--- src/rtl/ysyx_22040127_mem_arbiter_if.sv ---
// Request/response channel shared by the fetch, data and downstream memory ports.
// On the downstream channel gnt carries m_ready and bvalid carries the write response.
interface ysyx_22040127_mem_arbiter_if #(
  parameter int ADDR_W = 64,
  parameter int DATA_W = 64
);
  logic                  req;
  logic                  we;
  logic                  flush;
  logic [ADDR_W-1:0]     addr;
  logic [DATA_W-1:0]     wdata;
  logic [DATA_W/8-1:0]   wmask;
  logic                  gnt;
  logic                  rvalid;
  logic [DATA_W-1:0]     rdata;
  logic                  bvalid;

  modport master (
    output req, we, flush, addr, wdata, wmask,
    input  gnt, rvalid, rdata, bvalid
  );

  modport slave (
    input  req, we, flush, addr, wdata, wmask,
    output gnt, rvalid, rdata, bvalid
  );
endinterface

--- src/rtl/ysyx_22040127_mem_arbiter.sv ---
// Single-outstanding arbiter sharing one memory port between fetch (I) and data (D).
// D has priority; after STARVE_MAX D grants with a fetch pending, I is forced through.
//
// state  | meaning
// IDLE   | no transaction outstanding; the only state that issues m_req
// I_WAIT | fetch read granted, waiting for m_rvalid
// D_RD   | data load granted, waiting for m_rvalid
// D_WR   | data store granted, waiting for m_bvalid
module ysyx_22040127_mem_arbiter #(
  parameter int ADDR_W     = 64,
  parameter int DATA_W     = 64,
  parameter int STARVE_MAX = 4
) (
  input  logic clk,
  input  logic rst,
  ysyx_22040127_mem_arbiter_if.slave  i_bus,
  ysyx_22040127_mem_arbiter_if.slave  d_bus,
  ysyx_22040127_mem_arbiter_if.master m_bus,
  output logic busy,
  output logic owner
);
  localparam int CNT_W = $clog2(STARVE_MAX + 1);
  localparam logic [CNT_W-1:0] STARVE_TOP = CNT_W'(STARVE_MAX);

  localparam logic [1:0] IDLE   = 2'd0;
  localparam logic [1:0] I_WAIT = 2'd1;
  localparam logic [1:0] D_RD   = 2'd2;
  localparam logic [1:0] D_WR   = 2'd3;

  logic [1:0]       state, state_nx;
  logic [CNT_W-1:0] starve_cnt;
  logic             flush_pending;
  logic             d_win, i_win, grant;
  logic             is_idle;

  assign is_idle = (state == IDLE);

  always_comb begin
    d_win = d_bus.req && !(i_bus.req && (starve_cnt == STARVE_TOP));
    i_win = i_bus.req && !d_win;
  end

  // rst gates m_req so nothing leaks downstream while reset is held
  assign m_bus.req   = rst && is_idle && (i_bus.req || d_bus.req);
  assign grant       = m_bus.req && m_bus.gnt;
  assign i_bus.gnt   = grant && i_win;
  assign d_bus.gnt   = grant && d_win;

  assign m_bus.addr  = d_win ? d_bus.addr : i_bus.addr;
  assign m_bus.we    = d_win && d_bus.we;
  assign m_bus.wdata = d_win ? d_bus.wdata : '0;
  assign m_bus.wmask = (d_win && d_bus.we) ? d_bus.wmask : '0;
  assign m_bus.flush = 1'b0;

  assign i_bus.rdata  = m_bus.rdata;
  assign d_bus.rdata  = m_bus.rdata;
  assign i_bus.rvalid = (state == I_WAIT) && m_bus.rvalid && !flush_pending && !i_bus.flush;
  assign d_bus.rvalid = (state == D_RD) && m_bus.rvalid;
  assign d_bus.bvalid = (state == D_WR) && m_bus.bvalid;
  assign i_bus.bvalid = 1'b0;

  assign busy = !is_idle;

  always_comb begin
    state_nx = state;
    case (state)
      IDLE:   if (grant) state_nx = d_win ? (d_bus.we ? D_WR : D_RD) : I_WAIT;
      I_WAIT: if (m_bus.rvalid) state_nx = IDLE;
      D_RD:   if (m_bus.rvalid) state_nx = IDLE;
      D_WR:   if (m_bus.bvalid) state_nx = IDLE;
      default: state_nx = IDLE;
    endcase
  end

  always_ff @(posedge clk or negedge rst) begin
    if (!rst) begin
      state         <= IDLE;
      starve_cnt    <= '0;
      flush_pending <= 1'b0;
      owner         <= 1'b0;
    end else begin
      state <= state_nx;
      if (grant) owner <= d_win;

      if (!i_bus.req || i_bus.gnt)
        starve_cnt <= '0;
      else if (d_bus.gnt && (starve_cnt != STARVE_TOP))
        starve_cnt <= starve_cnt + 1'b1;

      if (state == I_WAIT)
        flush_pending <= m_bus.rvalid ? 1'b0 : (flush_pending || i_bus.flush);
      else
        flush_pending <= i_bus.gnt && i_bus.flush;
    end
  end

  logic unused_inputs;
  assign unused_inputs = ^{d_bus.flush, i_bus.we, i_bus.wdata, i_bus.wmask};
endmodule

--- src/flat_wrapper.sv ---
// flat-port wrapper written by rule: the top's interface ports become plain ports
module ysyx_22040127_mem_arbiter_flat 
#(
  parameter int ADDR_W     = 64,
  parameter int DATA_W     = 64,
  parameter int STARVE_MAX = 4
)
  (clk, rst, busy, owner, i_bus_req, i_bus_we, i_bus_flush, i_bus_addr, i_bus_wdata, i_bus_wmask, i_bus_gnt, i_bus_rvalid, i_bus_rdata, i_bus_bvalid, d_bus_req, d_bus_we, d_bus_flush, d_bus_addr, d_bus_wdata, d_bus_wmask, d_bus_gnt, d_bus_rvalid, d_bus_rdata, d_bus_bvalid, m_bus_req, m_bus_we, m_bus_flush, m_bus_addr, m_bus_wdata, m_bus_wmask, m_bus_gnt, m_bus_rvalid, m_bus_rdata, m_bus_bvalid);
  ysyx_22040127_mem_arbiter_if #(.ADDR_W(ADDR_W), .DATA_W(DATA_W)) i_bus_i ();
  ysyx_22040127_mem_arbiter_if #(.ADDR_W(ADDR_W), .DATA_W(DATA_W)) d_bus_i ();
  ysyx_22040127_mem_arbiter_if #(.ADDR_W(ADDR_W), .DATA_W(DATA_W)) m_bus_i ();
  input  logic clk;
  input  logic rst;
  output logic busy;
  output logic owner;
  input wire logic [$bits(i_bus_i.req)-1:0] i_bus_req;
  input wire logic [$bits(i_bus_i.we)-1:0] i_bus_we;
  input wire logic [$bits(i_bus_i.flush)-1:0] i_bus_flush;
  input wire logic [$bits(i_bus_i.addr)-1:0] i_bus_addr;
  input wire logic [$bits(i_bus_i.wdata)-1:0] i_bus_wdata;
  input wire logic [$bits(i_bus_i.wmask)-1:0] i_bus_wmask;
  output wire logic [$bits(i_bus_i.gnt)-1:0] i_bus_gnt;
  output wire logic [$bits(i_bus_i.rvalid)-1:0] i_bus_rvalid;
  output wire logic [$bits(i_bus_i.rdata)-1:0] i_bus_rdata;
  output wire logic [$bits(i_bus_i.bvalid)-1:0] i_bus_bvalid;
  input wire logic [$bits(d_bus_i.req)-1:0] d_bus_req;
  input wire logic [$bits(d_bus_i.we)-1:0] d_bus_we;
  input wire logic [$bits(d_bus_i.flush)-1:0] d_bus_flush;
  input wire logic [$bits(d_bus_i.addr)-1:0] d_bus_addr;
  input wire logic [$bits(d_bus_i.wdata)-1:0] d_bus_wdata;
  input wire logic [$bits(d_bus_i.wmask)-1:0] d_bus_wmask;
  output wire logic [$bits(d_bus_i.gnt)-1:0] d_bus_gnt;
  output wire logic [$bits(d_bus_i.rvalid)-1:0] d_bus_rvalid;
  output wire logic [$bits(d_bus_i.rdata)-1:0] d_bus_rdata;
  output wire logic [$bits(d_bus_i.bvalid)-1:0] d_bus_bvalid;
  output wire logic [$bits(m_bus_i.req)-1:0] m_bus_req;
  output wire logic [$bits(m_bus_i.we)-1:0] m_bus_we;
  output wire logic [$bits(m_bus_i.flush)-1:0] m_bus_flush;
  output wire logic [$bits(m_bus_i.addr)-1:0] m_bus_addr;
  output wire logic [$bits(m_bus_i.wdata)-1:0] m_bus_wdata;
  output wire logic [$bits(m_bus_i.wmask)-1:0] m_bus_wmask;
  input wire logic [$bits(m_bus_i.gnt)-1:0] m_bus_gnt;
  input wire logic [$bits(m_bus_i.rvalid)-1:0] m_bus_rvalid;
  input wire logic [$bits(m_bus_i.rdata)-1:0] m_bus_rdata;
  input wire logic [$bits(m_bus_i.bvalid)-1:0] m_bus_bvalid;
  assign i_bus_i.req = i_bus_req;
  assign i_bus_i.we = i_bus_we;
  assign i_bus_i.flush = i_bus_flush;
  assign i_bus_i.addr = i_bus_addr;
  assign i_bus_i.wdata = i_bus_wdata;
  assign i_bus_i.wmask = i_bus_wmask;
  assign i_bus_gnt = i_bus_i.gnt;
  assign i_bus_rvalid = i_bus_i.rvalid;
  assign i_bus_rdata = i_bus_i.rdata;
  assign i_bus_bvalid = i_bus_i.bvalid;
  assign d_bus_i.req = d_bus_req;
  assign d_bus_i.we = d_bus_we;
  assign d_bus_i.flush = d_bus_flush;
  assign d_bus_i.addr = d_bus_addr;
  assign d_bus_i.wdata = d_bus_wdata;
  assign d_bus_i.wmask = d_bus_wmask;
  assign d_bus_gnt = d_bus_i.gnt;
  assign d_bus_rvalid = d_bus_i.rvalid;
  assign d_bus_rdata = d_bus_i.rdata;
  assign d_bus_bvalid = d_bus_i.bvalid;
  assign m_bus_req = m_bus_i.req;
  assign m_bus_we = m_bus_i.we;
  assign m_bus_flush = m_bus_i.flush;
  assign m_bus_addr = m_bus_i.addr;
  assign m_bus_wdata = m_bus_i.wdata;
  assign m_bus_wmask = m_bus_i.wmask;
  assign m_bus_i.gnt = m_bus_gnt;
  assign m_bus_i.rvalid = m_bus_rvalid;
  assign m_bus_i.rdata = m_bus_rdata;
  assign m_bus_i.bvalid = m_bus_bvalid;
  ysyx_22040127_mem_arbiter #(.ADDR_W(ADDR_W), .DATA_W(DATA_W), .STARVE_MAX(STARVE_MAX)) u_core (.clk(clk), .rst(rst), .i_bus(i_bus_i), .d_bus(d_bus_i), .m_bus(m_bus_i), .busy(busy), .owner(owner));
endmodule
--- config.mk ---
export PLATFORM = sky130hd
export DESIGN_NAME = ysyx_22040127_mem_arbiter_flat
export DESIGN_NICKNAME = d
export VERILOG_FILES = /design/src/rtl/ysyx_22040127_mem_arbiter_if.sv /design/src/rtl/ysyx_22040127_mem_arbiter.sv /design/src/flat_wrapper.sv
export SDC_FILE = /design/constraint.sdc
export NUM_CORES = 1
export LEC_CHECK = 0
export ABC_AREA = 1
export BUFFER_PORTS_ARGS = -buffer_cell sky130_fd_sc_hd__buf_2
export CORE_AREA = 4 4 243 245
export DETAILED_ROUTE_END_ITERATION = 12
export DIE_AREA = 0 0 247 249
export PLACE_DENSITY = 0.37
export SLEW_MARGIN = 10
export SYNTH_ARGS = -nofsm -noshare
export SYNTH_HDL_FRONTEND = slang
export SYNTH_SLANG_ARGS = --single-unit
export TNS_END_PERCENT = 100
--- constraint.sdc ---
create_clock -name clk -period 2.5 [get_ports clk]
set_clock_uncertainty 0.2 [all_clocks]
set_input_delay 0.5 -clock clk [delete_from_list [all_inputs] [get_ports clk]]
set_output_delay 0.5 -clock clk [all_outputs]
set_load 0.05 [all_outputs]
# Yosys cells after proc, flatten, opt, wreduce, memory -nomap -nowiden

Index checks and enable logic that the tools add are counted.

Reduce and logical (&&, ||, !) cells: 29
Equal/unequal tests: 8
Muxes and demuxes: 13
$add $sub $neg: 1

Operators with widths:

| operator                                            | count |
|---|---|
| 2-to-1 mux 64 bit                                   | 2 |
| logical AND 1 bit                                   | 16 |
| 2-to-1 mux 2 bit                                    | 4 |
| 2-to-1 mux 8 bit                                    | 1 |
| zero test 1 bit                                     | 6 |
| 2-to-1 mux 3 bit                                    | 2 |
| case mux 2 bit (3 select lines)                     | 1 |
| equality test 2 bit, second input constant          | 2 |
| != test 2 x 1 -> 1 bit, second input constant       | 2 |
| adder 3 x 1 -> 3 bit, second input constant         | 1 |
| equality test 3 bit, second input constant          | 1 |
| logical OR 1 bit                                    | 3 |
| 2-to-1 mux 1 bit                                    | 3 |
| != test 3 bit, second input constant                | 1 |
| AND reduction 3 bit                                 | 1 |
| equality test 2 x 1 -> 1 bit, second input constant | 1 |
| zero test 2 bit                                     | 1 |
| != test 2 bit, second input constant                | 1 |
| nonzero test 2 bit                                  | 1 |
| OR reduction 2 bit                                  | 1 |

Bits in registers: 7
Logic and storage cells: 55
Input port bits: 347

# Logic depth before layout (Yosys ltp)

Gate-level depths: netlist (run 1).

Depth after elaboration: 9
Mapped depth: 9
Depth with buffers taken out: 9

# Worst setup path before layout (run 1)

No wires, ideal clock.

Path type: in2out
Start point: input i_bus_flush
End point: output i_bus_rvalid
Stages: 2
Required time: 1,800 ps
Path buffers: 0
Arrival: 1,845 ps
Setup slack: -45 ps
Cells stage by stage: or2_2 nor3_1

Cells in the longest elaborated chain, start to end: 2

RTL lines:

| what              | RTL line                        | RTL |
|---|---|---|
| start, declared   | flat_wrapper.sv:18              | `input wire logic [$bits(i_bus_i.flush)-1:0] i_bus_flush;` |
| zero test 1 bit   | ysyx_22040127_mem_arbiter.sv:57 | `assign i_bus.rvalid = (state == I_WAIT) && m_bus.rvalid && !flush_pending && !i_bus.flush;` |
| logical AND 1 bit | ysyx_22040127_mem_arbiter.sv:57 |  |
| end, declared     | flat_wrapper.sv:23              | `output wire logic [$bits(i_bus_i.rvalid)-1:0] i_bus_rvalid;` |

No other way between the ends.

# Worst setup path after layout (run 1)

Start point: register u_core.starve_cnt[1]
End point: output m_bus_wdata[0]

Cells in the longest elaborated chain, start to end: 5

RTL lines:

| what                   | RTL line                        | RTL |
|---|---|---|
| start, declared        | ysyx_22040127_mem_arbiter.sv:31 | `logic [CNT_W-1:0] starve_cnt;` |
| start signal, assigned | ysyx_22040127_mem_arbiter.sv:88 | `starve_cnt <= starve_cnt + 1'b1;` |
| equality test 3 bit    | ysyx_22040127_mem_arbiter.sv:39 | `d_win = d_bus.req && !(i_bus.req && (starve_cnt == STARVE_TOP));` |
| logical AND 1 bit      | ysyx_22040127_mem_arbiter.sv:39 |  |
| zero test 1 bit        | ysyx_22040127_mem_arbiter.sv:39 |  |
| logical AND 1 bit      | ysyx_22040127_mem_arbiter.sv:39 |  |
| 2-to-1 mux 64 bit      | ysyx_22040127_mem_arbiter.sv:51 | `assign m_bus.wdata = d_win ? d_bus.wdata : '0;` |
| end, declared          | flat_wrapper.sv:40              | `output wire logic [$bits(m_bus_i.wdata)-1:0] m_bus_wdata;` |

No other way between the ends.

==> run metrics, run 1 <==
Crit path arrival time 1.75 ns; Die X 247 um; Detail Placement HPWL 19500 um; Routed WL 22600 um; Cell Chain, Critical Path inv_2 > ha_4 > nand3_4 > nand2_8 > buf_12 > buf_12 > buf_16 > nor2_1 > buf_6; clock-pin slew on the worst setup and hold paths 0.04 ns; status finished, final reports clean; pin count of the biggest net entering global routing 41; Final Hold Fails 0; CTS H-tree depth 1; Port Buf Inserts 353; cell accounting for the most synthesized area buf_4; clk root buf clkbuf_16; clock power share 12.9%; critical path capture point type output port; DR iter-0 viols 108; Hold Path Cell Cnt 2; worst skew pair latency 0.23 ns; antenna-violating nets left 0; Ports 622; Hold Path Origin u_core.owner; top cells by area, synth buf_4 (35%), nand2_1 (27%), inv_1 (11%); Area growth syn-to-layout 110%; FP Rows 88; clk sink count 7; worst min-delay path endpoint u_core.owner; Peak Freq 408 MHz; Final #Nets 1141; DR WL/cell 14.6 um; R2R Path Start u_core.state[0]; Worst path most repeated cell buf_12; max incr delay on CP 0.37 ns; Worst R2R Setup Slack 0.75 ns; vias after detailed routing 4116; LEAKAGE 3.37 nW; clk buf depth 2; worst endpoint required time 1.80 ns; RSZ-0062 raised after global routing true; Slew Viols, Final 0; ratio of cells with drive above 1 in the final layout 54.8%; GRT Overall Usage 6.61%; combinational power share 79.6%; commonest cells after routing, fill and taps aside buf_2 (223), nand2_1 (204), inv_1 (85); initial core utilization 5.09%; initial antenna violation count 26; Syn Inst Count 558; Yosys top cell area share 35.1%; final setup vio count 0; DRC violations left 0; final critical-path required period 2.45 ns; R2R depth 9; Synth Cell Area 2910 um2; PwrDens 349 nW/um2; worst hold margin 0.269 ns; Die Y 249 um; worst hold path type reg -> reg; cts bufs inserted 3; slowest cell on the critical path dfrtp_1; drt first pass iters 4; Internal 0.960 mW; Seq pwr share 7.5%; die area 61500 um2; FF-to-FF End u_core.starve_cnt[1]; first-pass GRT wire length 28600 um; overall power 2.13 mW; worst-path maximum fanout 8; max_cap viols 0; crit share post-route 97.9%; Setup WS pre-CTS -0.0119 ns; Crit path max-delay family buffers and inverters; most common cell after layout, fill and taps aside buf_2; crit path buf inv count 5; CTS tree done; peak supply drop 0.186 mV; grt total ovfl 0; library cells used by synthesis 22; post-synthesis sequential area ratio 6.03%; synth warn 0; vias in the first global route 4154; number of synthesized register bits 7; Setup Crit Path Kind reg -> out; net load switching power 1.17 mW; switch share 54.8%; routability cong. 0.783; core footprint 57100 um2; CP startpoint kind flip-flop; Avg Synthesized Cell Area 5.21 um2; Via density 2.65; fin worst setup slack 0.0515 ns
[cell families (layout without fill, tap and decap cells)]
| kind of cell | Yosys count | after routing | share of synthesized area (%) |
|---|---|---|---|
| DFF | 7 | 7 | 6.03 |
| other | 1 | 3 | 0.129 |
| and+or+nand+nor | 297 | 297 | 39.6 |
| adders and majority gates | 6 | 6 | 2.58 |
| buffers and inverters | 239 | 467 | 50.1 |
| xor gates and xnor gates | 1 | 1 | 0.301 |
| AOI/OAI and AO/OA | 7 | 7 | 1.21 |
[synth_stat cells, drive strengths merged]
library cell and number:
dfrtp 7, clkbuf 1, nand2 211, xor2 1, or2 1, o21ai 5, ha 6, a21oi 2
nor2 75, nand3 8, inv 88, nor3 2, conb 1, buf 150
[power by group through the flow]
stage	combinational, mW	sequential, mW	clock (mW)
floorplan	1.46	0.186	0
global placement	1.54	0.160	0
detailed placement	1.54	0.161	0
CTS	1.68	0.160	0.286
global route	1.81	0.162	0.291
finish	1.69	0.159	0.274
[state kept, by name (all words and copies together) (netlist names)]
register,count
u_core.starve_cnt,3
u_core.flush_pending,1
u_core.state,2
u_core.owner,1
[worst min-delay path, stage by stage (launching register included)]
cell and delay, ns:
dfrtp_1 0.33, nand2_1 0.05, nand2_1 0.06
[stage by stage]
stage / instances / area [um2] / utilization, % / TNS, ns
final: 1553 / 6100 / 10.7 / 0
after global routing: 1552 / 6100 / 10.7 / -0.108
after CTS: 1549 / 5880 / 10.3 / 0
after detailed placement: 1537 / 5270 / 9.22 / -0.0119
after global placement: 1537 / 5270 / 9.22 / -0.0224
after floorplan: 559 / 2920 / - / 0
[routing by layer]
| metal | up-vias | wire length (um) | share of wire, % | global-route usage, % |
|---|---|---|---|---|
| met5 | - | 173 | 0.76 | 0 |
| met4 | 28 | 1210 | 5.4 | 2.85 |
| met3 | 111 | 3990 | 18 | 4.43 |
| met2 | 344 | 10700 | 47 | 11.9 |
| met1 | 1714 | 6570 | 29 | 5.63 |
| li1 | 1919 | - | - | - |
[how the worst max path moves through the flow]
stage,from,end,slack [ns],cells after the start
global route,u_core.starve_cnt[1],m_bus_addr[5],-0.02,10
CTS,u_core.starve_cnt[0],m_bus_addr[3],0.004,10
global placement,i_bus_req,m_bus_wdata[23],-0.02,7
floorplan,u_core.starve_cnt[0],m_bus_wdata[43],0.05,7
detailed placement,i_bus_req,m_bus_wdata[23],-0.01,7
finish,u_core.starve_cnt[1],m_bus_wdata[0],0.05,9
[area by class of cell]
class / count / area (um2)
Sequential cell: 7 / 175
Clock buffer: 4 / 78.8
Antenna cell: 1 / 2.50
Timing Repair Buffer: 375 / 3070
Inverter: 88 / 333
Multi-Input combinational cell: 313 / 1480
Tap cell: 765 / 957
Fill cell: 6666 / 51000
[timing repair]
item                       in CTS  in global routing
setup buffers                   4                  3
pin swaps                       1                  4
cloned                          3                  0
hold endpoints to repair        7                  0
hold buffers                    1                  0
resized for setup             136                 57
setup endpoints to repair     135                 75
No activity file was read; power rests on OpenSTA's default activity.
==> inputs of run 2 (changes only) <==
- REMOVE_ABC_BUFFERS: not set -> 1
==> run metrics, run 2 (synthesized netlist as in run 1, its figures left out) <==
diodes inserted 0; initial core utilization 5.09%; CP startpoint kind flip-flop; most common cell after layout, fill and taps aside buf_2; LEAKAGE 3.51 nW; Area growth syn-to-layout 119%; commonest cells after routing, fill and taps aside buf_2 (234), nand2_1 (186), inv_1 (85); routability cong. 0.833; Top Registers u_core.starve_cnt x3, u_core.state x2; Peak Freq 398 MHz; worst-path maximum fanout 7; first-pass GRT wire length 42500 um; max reg flops 3; final setup vio count 1; crit share post-route 101%; Final Hold Fails 0; drt first pass iters 4; antenna-violating nets left 0; Port Buf Inserts 353; pin count of the biggest net entering global routing 51; Routed WL 36000 um; clk buf depth 2; Design Area, Final 6360 um2; clk sink count 7; failing checks setup timing; CTS H-tree depth 1; Die X 247 um; placed cell area 5320 um2; worst skew pair latency 0.23 ns; Slew Viols, Final 0; max_cap viols 0; peak supply drop 0.223 mV; Detail Placement HPWL 31600 um; clock-pin slew on the worst setup and hold paths 0.04 ns; vias in the first global route 4403; Final #Nets 1157; RSZ-0062 raised after global routing true; Crit path arrival time 1.81 ns; DRC violations left 0; Die Y 249 um; initial antenna violation count 0; GRT Overall Usage 10.6%; ratio of cells with drive above 1 in the final layout 57.2%; cts bufs inserted 3; Ports 622; PwrDens 350 nW/um2; CTS tree done; Largest Register u_core.starve_cnt; core footprint 57100 um2; Worst R2R Setup Slack 0.58 ns; DR iter-0 viols 132; worst endpoint required time 1.80 ns; worst hold path type reg -> reg; Via density 2.83; fill cell count 6662; fin worst setup slack -0.0138 ns; clk root buf clkbuf_16; status finished, violations left; vias after detailed routing 4442; final critical-path required period 2.51 ns; FP Rows 88; die area 61500 um2; worst hold margin 0.290 ns; DR WL/cell 22.9 um; critical path capture point type output port; Setup Crit Path Kind reg -> out; grt total ovfl 0
[run 2: cell types whose count changed in the layout (fill, tap and decap cells not counted), moves of 11 or more]
cell,change
buf_6,+13
buf_2,+11
nand2_2,+14
clkbuf_4,+13
nand2_1,-18
buf_4,-27
[run 2: where the power goes]
part | internal [mW] | switching (mW)
registers | 0.140 | 0.0214
logic | 0.656 | 1.14
clock network | 0.212 | 0.0587
total | 1.01 | 1.22
[run 2: what timing repair did]
| item | CTS | global route |
|---|---|---|
| gates resized for setup | 107 | 124 |
| hold buffers | 1 | 0 |
| endpoints found under the hold margin | 7 | 0 |
| pin swaps | 1 | 15 |
| gates cloned | 3 | 4 |
| setup buffers | 4 | 4 |
| endpoints found under the setup margin | 107 | 121 |
[run 2: stage by stage]
| step | worst slack [ns] | instances | TNS [ns] | power (mW) | utilization [%] |
|---|---|---|---|---|---|
| 6_report | -0.0138 | 1568 | -0.0138 | 2.22 | 11.1 |
| 5_1_grt | -0.0789 | 1568 | -1.63 | 2.37 | 11.1 |
| 4_1_cts | -0.0317 | 1562 | -0.0602 | 2.15 | 10.3 |
| 3_5_place_dp | -0.108 | 1550 | -1.01 | 1.75 | 9.31 |
| 3_3_place_gp | -0.0802 | 1550 | -0.683 | 1.75 | 9.31 |
| 2_1_floorplan | -1.67 | 408 | -152.94 | 1.07 | - |
[run 2: final timing paths]
check                                       end                  from  cells past startpoint
min                                u_core.owner          u_core.owner                      2
max in group asynchronous       u_core.state[0]                   rst                      3
min reg2reg                        u_core.owner          u_core.owner                      2
min in group asynchronous  u_core.flush_pending                   rst                      3
max reg2reg                u_core.starve_cnt[2]  u_core.starve_cnt[0]                     11
max                              m_bus_addr[62]  u_core.starve_cnt[0]                      9
[run 2: critical path, cell delays in order, from the launching register on]
cell	delay, ns
dfrtp_1	0.38
inv_2	0.09
ha_4	0.15
nand3_4	0.09
nand2_8	0.16
bufbuf_16	0.30
buf_4	0.13
nand2_1	0.04
nand2_1	0.07
buf_6	0.15
[run 2: layout make-up]
cell class / instances / area [um2] / share of cell area, %
Sequential cell: 7 / 175 / 2.75
Inverter: 88 / 333 / 5.23
Multi-Input combinational cell: 313 / 1530 / 24.1
Clock buffer: 4 / 78.8 / 1.24
Timing Repair Buffer: 391 / 3290 / 51.7
Tap cell: 765 / 957 / 15.0
[run 2: metal layers]
metal / global-route usage [%] / part of all wire (%)
met5: 6.52 / 1.3
met4: 0.292 / 0.56
met3: 14.6 / 30
met2: 14.7 / 38
met1: 9.21 / 31
==> inputs of run 3 (changes only) <==
- SKIP_LAST_GASP: not set -> 1
==> run metrics, run 3 (synthesized netlist as in run 1, its figures left out) <==
clk sink count 7; worst skew pair latency 0.23 ns; grt total ovfl 0; CTS tree done; cts bufs inserted 3; core footprint 57100 um2; DRC violations left 0; pin count of the biggest net entering global routing 51; Routed WL 36300 um; Largest Register u_core.starve_cnt; final critical-path required period 2.52 ns; setup TNS -0.0315 ns; FP Rows 88; worst endpoint required time 1.80 ns; commonest cells after routing, fill and taps aside buf_2 (241), nand2_1 (198), inv_1 (85); RSZ-0062 raised after global routing true; CTS H-tree depth 1; Detail Placement HPWL 31600 um; Final Hold Fails 0; CP startpoint kind flip-flop; Area growth syn-to-layout 116%; fin worst setup slack -0.0161 ns; vias after detailed routing 4414; die area 61500 um2; Crit path max-delay family buffers and inverters; Cell Chain, Critical Path inv_2 > ha_4 > nand3_4 > nand2_8 > bufbuf_16 > buf_4 > nand2_1 > nand2_1 > buf_6; Top Registers u_core.starve_cnt x3, u_core.state x2; clk buf depth 2; Port Buf Inserts 353; clock-pin slew on the worst setup and hold paths 0.04 ns; Crit path arrival time 1.82 ns; max_cap viols 0; DR WL/cell 23.1 um; Worst R2R Setup Slack 0.54 ns; Peak Freq 397 MHz; DR iter-0 viols 139; Setup Crit Path Kind reg -> out; peak supply drop 0.224 mV; critical path capture point type output port; final setup vio count 4; max incr delay on CP 0.38 ns; Ports 622; combinational power share 80.4%; max reg flops 3; diodes inserted 0; Die X 247 um; Slew Viols, Final 0; vias in the first global route 4404; ratio of cells with drive above 1 in the final layout 55.3%; worst hold path type reg -> reg; Worst path most repeated cell nand2_1; net load switching power 1.21 mW; status finished, violations left; fill cell count 6673; initial antenna violation count 0; drt first pass iters 4; overall power 2.21 mW; worst-path maximum fanout 7; initial core utilization 5.09%; first-pass GRT wire length 42500 um; switch share 54.9%; slowest cell on the critical path dfrtp_1; Final #Nets 1158; Internal 0.997 mW; antenna-violating nets left 0; dpl cells 1550; clk root buf clkbuf_16; GRT Overall Usage 10.6%; Via density 2.81; crit path buf inv count 4; LEAKAGE 3.50 nW; most common cell after layout, fill and taps aside buf_2; crit share post-route 101%; clock power share 12.3%; Die Y 249 um; routability cong. 0.833; PwrDens 352 nW/um2; failing checks setup timing; final non-filler cell total 1569; Seq pwr share 7.3%
## run 3: changes by cell type in the layout (fill, tap and decap cells not counted), moves of 2 or more
cell,delta
nand2_1,+12
buf_4,+9
buf_6,-9
nand2_2,-8
buf_2,+7
clkbuf_4,-6
nand2_4,-5
nor2_1,+3
nor2_4,-2
## run 3: power groups by stage
stage / Sequential [mW] / Clock [mW] / Combinational, mW
3_5_place_dp: 0.163 / 0 / 1.59
6_report: 0.162 / 0.272 / 1.77
2_1_floorplan: 0.186 / 0 / 0.887
5_1_grt: 0.166 / 0.285 / 1.90
3_3_place_gp: 0.162 / 0 / 1.59
4_1_cts: 0.161 / 0.276 / 1.71
## run 3: repair_timing
action                                  CTS  global route
endpoints found under the setup margin  107           117
resized for setup                       103            88
gates cloned                              3             6
setup buffers                             4             3
hold buffers                              1             0
pin swaps                                 1            10
hold endpoints to repair                  7             0
## run 3: path summary, 6_finish.rpt
kind | startpoint | cells after the start | endpoint
max in group asynchronous | rst | 3 | u_core.state[0]
hold / removal | u_core.owner | 2 | u_core.owner
setup / recovery | u_core.starve_cnt[0] | 9 | m_bus_addr[62]
setup reg to reg | u_core.starve_cnt[0] | 11 | u_core.starve_cnt[2]
hold reg to reg | u_core.owner | 2 | u_core.owner
min in group asynchronous | rst | 3 | u_core.flush_pending
## run 3: metrics by stage
stage	hold slack (ns)	utilization, %	setup slack, ns	cell area [um2]
floorplan	0.00441	-	-1.67	1780
global route	0.337	11.0	-0.0912	6280
global placement	0.222	9.31	-0.0802	5320
CTS	0.292	10.2	-0.0426	5850
finish	0.291	11.0	-0.0161	6280
detailed placement	0.227	9.31	-0.108	5320
## run 3: routing by layer
layer	part of all wire [%]	GRT usage [%]
met5	1.5	6.52
met2	38	14.7
met3	29	14.6
met4	0.34	0.292
met1	30	9.20
## run 3: tightest hold or removal path, delay by kind of cell, from the launching register on
family | cells | cell delay [ns]
and+or+nand+nor | 2 | 0.11
DFF | 1 | 0.34
## run 3: cell type report
class,instances,area [um2],share of cell area [%]
multi-input cells,313,1470,23.4
flip-flops and latches,7,175,2.79
clock buffers,4,78.8,1.26
inverters,88,335,5.34
repair buffers,392,3260,51.9
well taps,765,957,15.2
